**src/rtl/pmbus_cmd_sequencer_pkg.sv**
```systemverilog
// Purpose: shared types, PMBus command codes and the default power-up command table.
// Latency: n/a (definitions only).
// Backpressure: n/a.
package pmbus_cmd_sequencer_pkg;

    typedef enum logic [2:0] {
        ST_IDLE  = 3'd0,
        ST_LOAD  = 3'd1,
        ST_ISSUE = 3'd2,
        ST_WAIT  = 3'd3,
        ST_GAP   = 3'd4,
        ST_DONE  = 3'd5,
        ST_ERR   = 3'd6
    } seq_state_t;

    localparam logic [7:0] CMD_PAGE                = 8'h00;
    localparam logic [7:0] CMD_OPERATION           = 8'h01;
    localparam logic [7:0] CMD_ON_OFF_CONFIG       = 8'h02;
    localparam logic [7:0] CMD_VOUT_COMMAND        = 8'h21;
    localparam logic [7:0] CMD_VOUT_MAX            = 8'h24;
    localparam logic [7:0] CMD_IOUT_OC_FAULT_LIMIT = 8'h46;

    typedef struct packed {
        logic [7:0]  cmd;
        logic [1:0]  len;
        logic [15:0] data;
    } cmd_entry_t;

    // Bring-up order: select page, arm on/off control, clamp VOUT_MAX before
    // programming VOUT, set the OC limit, and only then switch the rail on.
    function automatic cmd_entry_t default_entry(input logic [3:0] idx);
        cmd_entry_t e;
        e = '0;
        case (idx)
            4'd0:    e = '{cmd: CMD_PAGE,                len: 2'd1, data: 16'h0000};
            4'd1:    e = '{cmd: CMD_ON_OFF_CONFIG,       len: 2'd1, data: 16'h001A};
            4'd2:    e = '{cmd: CMD_VOUT_MAX,            len: 2'd2, data: 16'h0300};
            4'd3:    e = '{cmd: CMD_VOUT_COMMAND,        len: 2'd2, data: 16'h0266};
            4'd4:    e = '{cmd: CMD_IOUT_OC_FAULT_LIMIT, len: 2'd2, data: 16'hF828};
            4'd5:    e = '{cmd: CMD_OPERATION,           len: 2'd1, data: 16'h0080};
            default: e = '0;
        endcase
        return e;
    endfunction

endpackage

```
**src/rtl/pmbus_cmd_sequencer_rom.sv**
```systemverilog
// Purpose: command table lookup, step index in, {cmd, len, data} out.
// Latency: combinational, zero cycles.
// Backpressure: none; output follows the index continuously.
module pmbus_cmd_rom
    import pmbus_cmd_sequencer_pkg::*;
(
    input  logic [3:0]  step,
    output logic [7:0]  cmd,
    output logic [1:0]  len,
    output logic [15:0] data
);

    cmd_entry_t entry;

    // Table lookup; indices past the table return an empty zero-length entry.
    always_comb begin
        entry = default_entry(step);
    end

    assign cmd  = entry.cmd;
    assign len  = entry.len;
    assign data = entry.data;

endmodule

```
**src/rtl/pmbus_cmd_sequencer.sv**
```systemverilog
// Purpose: walk the PMBus command table, issuing one write per step with retry, gap and timeout.
// Latency: start->first O_wr_pulse 2 cycles; completion->next issue GAP_CYC+2 cycles.
// Backpressure: waits on I_fh_pulse per command; I_start ignored while busy.
module pmbus_cmd_sequencer
    import pmbus_cmd_sequencer_pkg::*;
#(
    parameter logic [6:0] DEV_ADDR    = 7'h24,
    parameter int         N_STEPS     = 6,
    parameter int         GAP_CYC     = 4000,
    parameter int         TIMEOUT_CYC = 40000,
    parameter int         MAX_RETRY   = 3
) (
    input  logic        I_clk,
    input  logic        I_rst,
    input  logic        I_start,
    output logic        O_wr_pulse,
    output logic [6:0]  O_addr,
    output logic [7:0]  O_cmd,
    output logic [15:0] O_data,
    output logic [1:0]  O_len,
    input  logic        I_fh_pulse,
    input  logic        I_nack,
    output logic        O_busy,
    output logic        O_done,
    output logic        O_err,
    output logic        O_cntl,
    output logic [3:0]  O_step
);

    localparam logic [15:0] GAP_LAST  = 16'(GAP_CYC - 1);
    localparam logic [15:0] TO_LAST   = 16'(TIMEOUT_CYC - 1);
    localparam logic [15:0] RETRY_MAX = 16'(MAX_RETRY);
    localparam logic [3:0]  STEP_LAST = 4'(N_STEPS - 1);

    seq_state_t  state;
    logic [3:0]  step;
    logic [15:0] retry;
    logic [15:0] gap_cnt;
    logic [15:0] to_cnt;
    logic        reissue;

    logic [7:0]  rom_cmd;
    logic [1:0]  rom_len;
    logic [15:0] rom_data;

    logic        wait_ok;
    logic        wait_fail;

    pmbus_cmd_rom u_rom (
        .step (step),
        .cmd  (rom_cmd),
        .len  (rom_len),
        .data (rom_data)
    );

    // A writer response always wins over a timeout landing in the same cycle.
    assign wait_ok   = I_fh_pulse & ~I_nack;
    assign wait_fail = I_fh_pulse ? I_nack : (to_cnt == TO_LAST);

    // Sequencer FSM with all outputs registered.
    always_ff @(posedge I_clk) begin
        if (I_rst) begin
            state      <= ST_IDLE;
            step       <= '0;
            retry      <= '0;
            gap_cnt    <= '0;
            to_cnt     <= '0;
            reissue    <= 1'b0;
            O_wr_pulse <= 1'b0;
            O_addr     <= DEV_ADDR;
            O_cmd      <= '0;
            O_data     <= '0;
            O_len      <= '0;
            O_busy     <= 1'b0;
            O_done     <= 1'b0;
            O_err      <= 1'b0;
            O_cntl     <= 1'b0;
            O_step     <= '0;
        end else begin
            O_wr_pulse <= 1'b0;
            O_done     <= 1'b0;
            case (state)
                ST_IDLE, ST_DONE, ST_ERR: begin
                    if (I_start) begin
                        state   <= ST_LOAD;
                        step    <= '0;
                        retry   <= '0;
                        reissue <= 1'b0;
                        O_step  <= '0;
                        O_err   <= 1'b0;
                        O_cntl  <= 1'b0;
                        O_busy  <= 1'b1;
                    end
                end
                ST_LOAD: begin
                    // Command fields are captured only here, so they hold
                    // steady for the writer through ISSUE and WAIT.
                    O_addr     <= DEV_ADDR;
                    O_cmd      <= rom_cmd;
                    O_len      <= rom_len;
                    O_data     <= rom_data;
                    O_step     <= step;
                    O_wr_pulse <= 1'b1;
                    state      <= ST_ISSUE;
                end
                ST_ISSUE: begin
                    to_cnt <= '0;
                    state  <= ST_WAIT;
                end
                ST_WAIT: begin
                    if (wait_ok) begin
                        retry   <= '0;
                        reissue <= 1'b0;
                        gap_cnt <= '0;
                        state   <= ST_GAP;
                    end else if (wait_fail) begin
                        if (retry == RETRY_MAX) begin
                            state  <= ST_ERR;
                            O_err  <= 1'b1;
                            O_cntl <= 1'b0;
                            O_busy <= 1'b0;
                        end else begin
                            retry   <= retry + 16'd1;
                            reissue <= 1'b1;
                            gap_cnt <= '0;
                            state   <= ST_GAP;
                        end
                    end else begin
                        to_cnt <= to_cnt + 16'd1;
                    end
                end
                ST_GAP: begin
                    if (gap_cnt == GAP_LAST) begin
                        if (reissue) begin
                            state <= ST_LOAD;
                        end else if (step == STEP_LAST) begin
                            state  <= ST_DONE;
                            O_done <= 1'b1;
                            O_cntl <= 1'b1;
                            O_busy <= 1'b0;
                        end else begin
                            step  <= step + 4'd1;
                            state <= ST_LOAD;
                        end
                    end else begin
                        gap_cnt <= gap_cnt + 16'd1;
                    end
                end
                default: begin
                    state  <= ST_IDLE;
                    O_busy <= 1'b0;
                end
            endcase
        end
    end

endmodule

```
**config.mk**
```make
export PLATFORM = sky130hd
export DESIGN_NAME = pmbus_cmd_sequencer
export DESIGN_NICKNAME = d
export VERILOG_FILES = /design/src/rtl/pmbus_cmd_sequencer_pkg.sv /design/src/rtl/pmbus_cmd_sequencer_rom.sv /design/src/rtl/pmbus_cmd_sequencer.sv
export SDC_FILE = /design/constraint.sdc
export NUM_CORES = 1
export LEC_CHECK = 0
export ABC_AREA = 1
export BUFFER_PORTS_ARGS = -buffer_cell sky130_fd_sc_hd__buf_2
export CAP_MARGIN = 20
export CORE_MARGIN = 10
export CORE_UTILIZATION = 35
export CTS_BUF_LIST = sky130_fd_sc_hd__clkbuf_8
export CTS_CLUSTER_DIAMETER = 60
export DETAILED_ROUTE_END_ITERATION = 8
export GPL_ROUTABILITY_DRIVEN = 0
export GPL_TIMING_DRIVEN = 0
export PLACE_DENSITY_LB_ADDON = 0.1
export SLEW_MARGIN = 20
export SYNTH_ARGS = -nofsm -noshare
export SYNTH_HDL_FRONTEND = slang
export SYNTH_SLANG_ARGS = --single-unit
export TNS_END_PERCENT = 1
```
**constraint.sdc**
```tcl
create_clock -name I_clk -period 1.9 [get_ports I_clk]
set_input_delay 0.19 -clock I_clk [delete_from_list [all_inputs] [get_ports I_clk]]
set_output_delay 0.19 -clock I_clk [all_outputs]
set_load 0.01 [all_outputs]
```
==> run summary, run 1 <==
The path class of the tightest hold or removal check is input pin to flop. Top cell type's share of synthesized area: 0.3612. The startpoint identified for the worst hold timing path is I_rst.

The overall power consumption was 0.005059 W; the maximum number of pins on one net before global-route repair was 13. CTS built an H-tree with a depth of 3. For the initial antenna violation count, the log shows 0. The run gives 556.1 MHz as the highest clock frequency the design can meet. Setup slack closes at 101.8 ps. The tools report the proportion of synthesized chip area in sequential cells as 0.3612. Dividing the detail-routed wire length by the instance count gives 12.92 microns. The number of different library cells used by synthesis comes to 33.

The initial detailed-routing violation count is 314. Port buffering added 33 buffers. The total power density per cell area is 993.0 mW/mm^2, and the antenna violation net count after detailed routing is 0.

The share of cells above drive strength 1 was 0.1850; the post-synthesis sequential element count was 78. The flow ran to the end, and the final reports show no timing, DRC or antenna violations. Setup repair after global routing could not meet its margin everywhere. The run gives 4 as the count of TritonRoute iterations in the first routing pass. The worst setup path is captured at a flop. The cell type contributing the most total cell area after synthesis is sky130_fd_sc_hd__dfxtp_1. The tool flagged a number of max-cap violations equal to 0.

Subtracting the final worst setup slack from the clock period gives 1798 ps. Broken down by cell family, the worst path's largest delay share belongs to simple AND/OR/NAND/NOR gates. The mapped netlist covers 0.004323 sq mm. On the final layout, the worst clock skew is 13.24 ps.

Worst-margin pin slew: 711.1 ps. The final critical-path share of the clock period was 0.9464. The worst stage delay on the critical path works out to 380 ps. IR analysis of the VDD net gives a maximum drop of 0.4758 mV. No sink is reached through more buffers than the 2 on the longest clock path. The floorplan step defined a die boundary enclosing 0.01720 sq mm. Number of failing hold endpoints at the final stage: 0.

Critical path's slowest cell: sky130_fd_sc_hd__dfxtp_4. The worst slew margin relative to its limit was 0.5259; the max-slew violation total from the final report was 0. Using the TritonRoute via totals, the vias-per-cell ratio works out to 4.742. The remaining global-route overflow was 0; the placement-stage worst setup slack was -182.0 ps.

The clock transition at the register clock pins on the worst setup and hold paths after CTS works out to 90 ps. Clock tree synthesis inserted a total of 9 buffers. In this run the clock root is driven by a sky130_fd_sc_hd__clkbuf_8. The worst register-to-register path begins at gap_cnt[0]. The wire length of the first global-routing pass is 19.15 mm, and the combined global-route utilization of all metal layers is 0.1316. Summing all multi-input logic gate instances after layout gives 0.002354 sq mm. The arrival time of the worst setup path came out at 2040 ps. The cell count after synthesis was 650; the HPWL after detailed placement was 8.270 mm. After detailed routing, the number of remaining DRC violations is 0.

For this block, the routed nets add up to 11.46 mm of wire. Traced cell by cell, the critical path runs through ha_4 > nand2_4 > nor2_4 > inv_2 > nor2_1 > nand2_1 > nand2_2 > nand2_2 > nand2_4 > clkinvlp_4 > nand2_1 > a21oi_2. The sequential cells in the finished layout cover a total of 0.001573 sq mm.

For this run, the post-layout net count is 727. Sum of buffers and inverters on the critical path: 2. Setup violations remaining at the end of the flow were counted as 0. The tools report the number of core rows as 40. Dividing the synthesized area by the synthesized cell count gives 6.651 sq um. The clock drives 78 sinks. The critical path required time came out at 2140 ps. Relative to the synthesized area, the layout overhead comes to 17.86%.

The detailed-route via count is 4,206. The analysis attributes to cell leakage a power of 2.062 nW. In this run the worst path has a maximum fanout of 8. The number of antenna diodes in the final layout is 0. The count of synthesis-stage warnings from yosys was 0. The number of inserted filler cells in the final layout came out at 1,303. The via count of the first global-routing pass is 3,990. In this run the count of I/O pins placed on the die edge is 47. The worst setup path is of the flop to flop kind. The floorplan step defined a core boundary enclosing 0.01206 sq mm.

For the insertion delay of the later-clocked pin in the worst-skew pair, the log shows 370 ps. The initial core utilization is 0.3584. The startpoint of the most critical setup path is gap_cnt[0]. Yosys attributes the largest share of cell area to sky130_fd_sc_hd__dfxtp_1, sky130_fd_sc_hd__nand2_1, sky130_fd_sc_hd__nor2_1, sky130_fd_sc_hd__a21oi_1, sky130_fd_sc_hd__inv_1. TritonCTS built the clock tree.

Die span in x: 131.1 microns. STA classifies the critical path startpoint as a flop. Measured along the y axis, the die boundary spans 131.1 microns.
## synth_stat cells (all sizes together)
cell type,n
xor2,8
nor3,15
a21oi,65
nor4,1
o21a,1
nor2,93
nand4,14
clkbuf,8
nand3b,4
conb,2
xnor2,2
inv,67
a31oi,9
o21ai,26
ha,7
buf,27
dfxtp,78
nand2,173
nand3,44
and3,1
or2,5
## placed cells by master, fill, tap and decap left out, drive strengths merged
cell / count
clkinv: 1
nand3: 44
nand4: 14
a31oi: 9
nor2: 93
inv: 66
nand3b: 4
o21ai: 26
dfxtp: 78
nand2: 173
xor2: 8
o21a: 1
xnor2: 2
a21oi: 65
conb: 12
buf: 71
bufinv: 1
ha: 7
clkinvlp: 2
nor3: 15
or2: 5
nor4: 1
clkbuf: 20
and3: 1
## area by class of cell
| type | count | share of cell area |
|---|---|---|
| clock inverters | 3 | 0.008350 |
| inverters | 67 | 0.05108 |
| multi-input cells | 480 | 0.4619 |
| flip-flops and latches | 78 | 0.3087 |
| well taps | 168 | 0.04126 |
| clock buffers | 12 | 0.03242 |
| plain buffers | 35 | 0.04764 |
| repair buffers | 44 | 0.04862 |
## final timing paths
check	endpoint	slack, ps	cells past startpoint
setup / recovery	gap_cnt[9]	100	12
hold / removal	O_data[1]	360	2
setup reg to reg	gap_cnt[9]	100	12
hold reg to reg	to_cnt[0]	450	1
## stage by stage
| step | cells | TNS [ps] | instance area (sq um) | hold WS [ps] | utilization |
|---|---|---|---|---|---|
| floorplan | 660 | 0 | 4360 | 437.1 | - |
| global placement | 861 | -1239 | 4736 | 448.3 | 0.3926 |
| detailed placement | 861 | -2055 | 4736 | 452.4 | 0.3926 |
| CTS | 879 | -5.588 | 4984 | 344.0 | 0.4132 |
| global route | 887 | -178.2 | 5095 | 400.9 | 0.4224 |
| finish | 887 | 0 | 5095 | 360.8 | 0.4224 |
## per-layer routing
layer | vias to the layer above | GRT usage | routed length [microns]
met3 | 5 | 0.03277 | 504
met2 | 68 | 0.2089 | 5283
met5 | - | 0 | 0
met4 | 0 | 0.04438 | 112
li1 | 2200 | - | -
met1 | 1933 | 0.1696 | 5559
## sequential cells by signal (all words and copies together) (netlist names), 2 cells and up
signal and flops:
step 4, to_cnt 16, state 3, O_cmd 2, O_step 4, retry 16, O_len 2, gap_cnt 16
O_data 9
## power by group
group          switching (W)  total (W)  internal (W)  leakage, nW
registers           0.000140    0.00194       0.00180        0.634
clock network       0.000630    0.00134      0.000706        0.104
logic                0.00116    0.00179      0.000624         1.32
total                0.00193    0.00506       0.00313         2.06
## worst reg2reg max path: stages, from the launching register on
cell	delay, ps
sky130_fd_sc_hd__dfxtp_4	380
sky130_fd_sc_hd__ha_4	150
sky130_fd_sc_hd__nand2_4	60
sky130_fd_sc_hd__nor2_4	160
sky130_fd_sc_hd__inv_2	50
sky130_fd_sc_hd__nor2_1	80
sky130_fd_sc_hd__nand2_1	80
sky130_fd_sc_hd__nand2_2	110
sky130_fd_sc_hd__nand2_2	70
sky130_fd_sc_hd__nand2_4	120
sky130_fd_sc_hd__clkinvlp_4	200
sky130_fd_sc_hd__nand2_1	140
sky130_fd_sc_hd__a21oi_2	50
## timing repair
item,in CTS,in global routing
gates resized for setup,7,15
cloned,0,0
endpoints found under the setup margin,24,33
hold buffers,0,0
pin swaps,1,7
buffers inserted,3,8
## cell families (layout without fill, tap and decap cells)
group	count (synthesis)	in the layout	share of synthesized area
XOR/XNOR	10	10	0.02026
other	2	12	0.001737
flip-flops	78	78	0.3612
buffers and inverters	102	161	0.1155
AND/OR/NAND/NOR	350	350	0.3592
AO/OA/AOI/OAI	101	101	0.1219
adder cells (fa/ha/maj)	7	7	0.02026
Note: power is estimated with default switching activity, not from simulation.
==> run 2, diff against run 1 <==
- CORE_UTILIZATION: 35 -> 34
==> run 2 against run 1 <==
  * Worst hold slack worse by 22 ps
  * Die area up 2.5%
  * Core utilization down 1.6 points
  * Highest routed layer unchanged
  * Sequential share of layout area about the same
  * Largest power group unchanged
  * Power up 0.15%
  * Clock power up 4%
  * Critical path depth unchanged
==> run summary, run 2 (synthesized netlist as in run 1, its figures left out) <==
The worst slew margin relative to its limit is 0.5030, and the combinational share of power is 0.342. The net count of the finished layout is 724. The average wire per standard cell was 12.81 microns; the wire length of the first global-routing pass was 18.65 mm.

The worst setup path is launched from a flop. The final critical-path share of the clock period works out to 0.9407. TritonCTS built the clock tree. Most common cell after layout, fill and taps aside: sky130_fd_sc_hd__nand2_1.

Across the run, the number of max-cap violations was 0. The largest registers in the layout are gap_cnt x16, retry x16, to_cnt x16. On the final layout, the worst clock skew is 9.935 ps.

The number of primary I/O pins came out at 47. Internal power comes to 0.003110 W. The number of buffers on the longest clock path was 2. The path class of the tightest hold or removal check is input pin to flop. In this run the clock root is driven by a sky130_fd_sc_hd__clkbuf_8. The area of the core came out at 0.01252 sq mm. Summed over all failing endpoints, the final setup total negative slack is 0 ps. The number of inserted filler cells in the final layout came out at 1,375. Hold repair after CTS inserted 0 buffers. The worst-path maximum fanout was 8. Using the TritonRoute via totals, the vias-per-cell ratio works out to 4.708. The routed design could run at a clock period as short as 1787 ps. The sink count of the clock tree is 78. The clock transition at the register clock pins on the worst setup and hold paths after CTS was 90 ps.

After routing the design area is 0.005087 sq mm. In this run the power density over the cells is 995.9 mW/mm^2. The flow ran to the end, and the final reports show no timing, DRC or antenna violations. The antenna violation net count after detailed routing was 0; the number of core rows was 41.

The via count of the first global-routing pass is 3,836. The logs give 0 for the number of failing hold endpoints at the final stage and 0.3454 for the initial core utilization. The worst-case IR drop observed on VDD is 0.4838 mV. The run gives 0.275 as the share of power burned in the clock network. Once placement finished, the instance area stood at 0.004741 sq mm.

STA puts the critical path data arrival time at 2020 ps. The highest clock frequency the design can meet is 559.5 MHz, and the wire length reported by the detailed router is 11.38 mm. Summing all multi-input logic gate instances after layout gives 0.002356 sq mm. Once detailed placement completed, the half-perimeter wirelength came to 8.315 mm. Share of cells above drive strength 1: 0.1841.

For the register area, the log shows 0.001570 sq mm. For the worst-skew pair, the clock arrives at the later sink with an insertion delay of 370 ps. CTS built an H-tree with a depth of 3.

The number of endpoints failing setup at the final stage is 0, and the total die area is 0.01763 sq mm. The maximum number of pins on one net before global-route repair was 14. Fraction of power consumed by sequential logic: 0.382.

Data on the critical path is required at its endpoint by 2130 ps. The tools report the combined global-route utilization of all metal layers as 0.1278. In this run the horizontal extent of the chip is 132.8 microns. The setup path with the least slack is of type flop to flop.

For the total leakage power, the log shows 2.057 nW. The number of I/O port buffers was 33; the remaining global-route overflow was 0. The relative area change from synthesis to final layout works out to 17.68%. The worst-margin pin slew was 745.5 ps; the post-detailed-route DRC marker count was 0. Setup repair after global routing could not meet its margin everywhere.

STA classifies the critical path endpoint as a flop. The diode insertion count for antenna repair was 0. The top cell types in the final layout, fill and taps aside, are sky130_fd_sc_hd__nand2_1, sky130_fd_sc_hd__nor2_1, sky130_fd_sc_hd__dfxtp_1, sky130_fd_sc_hd__a21oi_1, sky130_fd_sc_hd__inv_1. For this run, the detailed router's first-pass iteration total came to 4. In this run the power spent charging and discharging nets is 0.001956 W. In this run the vertical extent of the chip is 132.8 microns.

The switching part of the total power came out at 0.3861. For the number of buffers created by CTS, the log shows 9. For the reg2reg setup slack, the log shows 110 ps. The initial antenna violation count was 0. The run gives 0 as the max-slew violation total from the final report. The routed layout has 4,185 vias. The tools report the initial detailed-routing violation count as 288.
## run 2: cell count changes in the layout (fill, tap and decap cells not counted), moves of 2 or more
cell	previous run	this run
sky130_fd_sc_hd__buf_4	33	29
sky130_fd_sc_hd__clkbuf_8	12	9
sky130_fd_sc_hd__nor2_2	1	3
sky130_fd_sc_hd__nor2_1	84	82
## run 2: path summary, 6_finish.rpt
path | end | cells past startpoint | startpoint
setup / recovery | gap_cnt[11] | 12 | gap_cnt[0]
hold / removal | O_data[1] | 2 | I_rst
setup reg to reg | gap_cnt[11] | 12 | gap_cnt[0]
hold reg to reg | to_cnt[0] | 1 | to_cnt[0]
## run 2: metrics by stage
stage	power [W]	hold WS, ps	setup slack [ps]	std cells	util
2_1_floorplan	0.003129	437.1	252.6	660	-
3_3_place_gp	0.003618	449.5	-153.2	865	0.3787
3_5_place_dp	0.003628	457.4	-187.3	865	0.3787
4_1_cts	0.005062	326.5	3.490	882	0.3976
5_1_grt	0.005403	372.7	-34.51	889	0.4064
6_report	0.005067	339.2	112.7	889	0.4064
## run 2: what timing repair did
action                                  in CTS  in global routing
pin swaps                                    1                  6
resized for setup                            6                 18
setup buffers                                1                  7
endpoints found under the setup margin      22                 38
cloned                                       0                  0
## run 2: metal layers
metal | vias up | routed length, microns | global-route usage
li1 | 2181 | - | -
met1 | 1916 | 5536 | 0.1642
met2 | 73 | 5129 | 0.2013
met3 | 15 | 507 | 0.02801
met4 | 0 | 211 | 0.05501
met5 | - | 0 | 0
## run 2: final cells by class
type,instances,area share
multi-input cells,480,0.4631
flip-flops and latches,78,0.3087
inverters,67,0.05116
plain buffers,35,0.04845
repair buffers,41,0.04427
well taps,172,0.04230
clock buffers,9,0.02435
clock inverters,7,0.01771
## run 2: power by group through the flow
stage	logic (W)	registers [W]	clock network (W)
detailed placement	0.00167	0.00196	0
CTS	0.00170	0.00193	0.00143
global route	0.00195	0.00196	0.00149
finish	0.00174	0.00194	0.00140
floorplan	0.00115	0.00198	0
global placement	0.00166	0.00196	0
## run 2: critical path, cell delays in order (launching register included)
cell and delay [ps]:
sky130_fd_sc_hd__dfxtp_4 390, sky130_fd_sc_hd__ha_4 150, sky130_fd_sc_hd__nand2_4 60, sky130_fd_sc_hd__nor2_4 160, sky130_fd_sc_hd__inv_2 50, sky130_fd_sc_hd__nor2_2 90, sky130_fd_sc_hd__nand2_1 60, sky130_fd_sc_hd__nand2_2 120
sky130_fd_sc_hd__nand2_2 70, sky130_fd_sc_hd__nand2_4 110, sky130_fd_sc_hd__clkinvlp_4 200, sky130_fd_sc_hd__nand2_1 120, sky130_fd_sc_hd__a21oi_1 60
==> run 3, diff against run 2 <==
- PLACE_DENSITY: unset -> 0.59
- PLACE_DENSITY_LB_ADDON: 0.1 -> unset
==> run 3 against run 2 <==
  * Final area decreased by 0.34%
  * Clock skew barely moved
  * Global-route usage decreased by 0.088 points
  * Routed wire length shrank 1.1%
  * Largest power group unchanged
  * Critical path type unchanged
  * Via count up 2.7%
  * Largest cell class unchanged
==> run summary, run 3 (synthesized netlist as in run 1, its figures left out) <==
The die span in x came out at 132.8 microns. The initialized floorplan defines 41 standard-cell rows. In this run, the number of DRC markers left after iteration 0 of detailed routing was 212.

Entering global routing, the biggest net connects 14 pins. After detailed routing, the number of vias per cell comes to 4.839. Clock-pin slew was measured on the worst setup and hold paths at 80 ps.

From synthesis to final layout, the design area changed by 17.28%. The number of primary I/O pins came out at 47. STA classifies the critical path endpoint as a flop.

Number of endpoints failing setup at the final stage: 0. The run gives 0.4050 as the fraction of the core area covered by cells at the end of the flow. The tools report the initial antenna violation count as 0.

The tools report the total die area as 0.01763 sq mm. The later pin in the worst-skew pair is clocked with a latency of 360 ps. Tracing the worst setup path back leads to its startpoint at gap_cnt[0]. STA classifies the critical path startpoint as a flop. Fill cells in the final layout number 1,350. On the final layout, the worst clock skew is 9.576 ps. For the H-tree depth, the log shows 3. The sink count of the clock tree came out at 78. In this run the clock root is driven by a sky130_fd_sc_hd__clkbuf_8. The tightest min-delay check is of the input pin to flop type. The category of the critical setup timing path is flop to flop. The combined global-route utilization of all metal layers is 0.1269.

Wires add up to 11.26 mm. Dividing total power by cell area gives a power density of 994.5 mW/mm^2. The tools report the max-slew violation total from the final report as 0.

Setup repair after global routing could not meet its margin everywhere. For the diode insertion count for antenna repair, the log shows 0. The tools report the number of buffers created by CTS as 9.

Across the VDD grid, the largest voltage drop is 0.4831 mV. The count of cells along the worst register-to-register path was 12; the number of buffers on the longest clock path was 2. The share of cells above drive strength 1 is 0.1844, and the instance count after placement with tap cells included is 865. The initial core utilization was 0.3454. Based on the critical path, the design can be clocked at up to 553.7 MHz. At the pin with the least slew margin, the transition time is 691.5 ps. After the flow finishes, the layout carries non-filler instances totaling 888. Summed over all failing endpoints, the final setup total negative slack is 0 ps. Summing all multi-input logic gate instances after layout gives 0.002345 sq mm. The most critical setup path has its endpoint at gap_cnt[10].

The final critical-path share of the clock period works out to 0.9506. Input and output buffers added on the ports amount to 33. The via count of the first global-routing pass is 3,962.

The run gives 2030 ps as the arrival time of the worst setup path. The HPWL after detailed placement was 8.148 mm. The number of failing hold endpoints at the final stage was 0; the count of TritonRoute iterations in the first routing pass was 5. The largest registers in the layout are gap_cnt x16, retry x16, to_cnt x16. TritonCTS built the clock tree. Summed over all layers, the global routing overflow is 0. In the layout the commonest cells are sky130_fd_sc_hd__nand2_1, sky130_fd_sc_hd__nor2_1, sky130_fd_sc_hd__dfxtp_1, sky130_fd_sc_hd__a21oi_1, sky130_fd_sc_hd__inv_1. The tools report the post-detailed-route DRC marker count as 0.

The flow ran to the end, and the final reports show no timing, DRC or antenna violations. The wire length of the first global-routing pass came out at 18.83 mm. Leaving out fill and tap cells, the most frequent cell in the layout is sky130_fd_sc_hd__nand2_1. The tools report the worst slew margin relative to its limit as 0.5390. The final layout net count was 723; the total leakage power was 2.032 nW. The critical path required time is 2120 ps, and the reg2reg setup slack is 90 ps. For the detailed-route via count, the log shows 4,297.

The die span in y came out at 132.8 microns. The detail route stage leaves a number of antenna-violating nets equal to 0. Across the run, the number of max-cap violations was 0. The sequential cells in the finished layout cover a total of 0.001575 sq mm. The total area inside the core boundary comes to 0.01252 sq mm.

Worst flop-to-flop path startpoint: gap_cnt[0]. The tools report the destination of the worst register-to-register timing path as gap_cnt[10]. The worst-path maximum fanout is 8. The post-layout minimum cycle time works out to 1806 ps.

In the final routed layout, each cell accounts on average for 12.68 microns. The number of buffers inserted for hold repair after clock tree synthesis came out at 0.
run 3: worst max-delay path, cell delays in order, from the launching register on:
cell                         delay (ps)
sky130_fd_sc_hd__dfxtp_4            380
sky130_fd_sc_hd__ha_4               160
sky130_fd_sc_hd__nand2_2             90
sky130_fd_sc_hd__nor2_4             160
sky130_fd_sc_hd__inv_2               50
sky130_fd_sc_hd__nor2_1              90
sky130_fd_sc_hd__nand2_1             80
sky130_fd_sc_hd__nand2_2            130
sky130_fd_sc_hd__nand2_2             80
sky130_fd_sc_hd__nand2_4            100
sky130_fd_sc_hd__clkinvlp_4         200
sky130_fd_sc_hd__nand2_1            100
sky130_fd_sc_hd__a21oi_1             60
run 3: timing repair:
action | in CTS | in global routing
pin swaps | 1 | 4
buffers inserted | 2 | 5
setup endpoints to repair | 18 | 31
gates resized for setup | 6 | 17
run 3: where the power goes:
| group | total (W) | switching (W) | internal, W |
|---|---|---|---|
| clock | 0.00138 | 0.000652 | 0.000733 |
| sequential | 0.00194 | 0.000139 | 0.00180 |
| combinational | 0.00172 | 0.00113 | 0.000585 |
| total | 0.00504 | 0.00192 | 0.00312 |
run 3: layout make-up:
type / instances / area share
Sequential cell: 78 / 0.3107
Timing Repair Buffer: 40 / 0.04294
Clock buffer: 9 / 0.02443
Multi-Input combinational cell: 480 / 0.4625
Buffer: 35 / 0.04788
Tap cell: 172 / 0.04245
Inverter: 67 / 0.05133
Clock inverter: 7 / 0.01777
run 3: routing by layer:
metal / wire length, microns / vias to the layer above / GRT usage / part of all wire
li1: - / 2189 / - / -
met1: 5224 / 1968 / 0.1594 / 0.46
met2: 5142 / 124 / 0.2011 / 0.46
met3: 702 / 16 / 0.03634 / 0.062
met4: 194 / 0 / 0.04829 / 0.017
met5: 0 / - / 0 / 0
run 3: per-stage QoR:
stage | hold WS, ps | worst slack, ps | area, sq um | total power [W]
final | 352.4 | 93.88 | 5070 | 0.005042
after global routing | 368.2 | -33.11 | 5070 | 0.005388
after CTS | 339.7 | 27.95 | 4985 | 0.005038
after detailed placement | 444.2 | -128.6 | 4741 | 0.003613
after global placement | 448.8 | -103.1 | 4741 | 0.003588
after floorplan | 437.1 | 252.6 | 4360 | 0.003129
run 3: how the worst min path moves through the flow:
stage,startpoint,end,depth (start not counted)
final,I_start,state[2],5
after global routing,I_start,state[2],5
after CTS,I_start,state[2],5
after detailed placement,O_err,O_err,2
after global placement,to_cnt[5],to_cnt[5],2
after floorplan,to_cnt[5],to_cnt[5],2
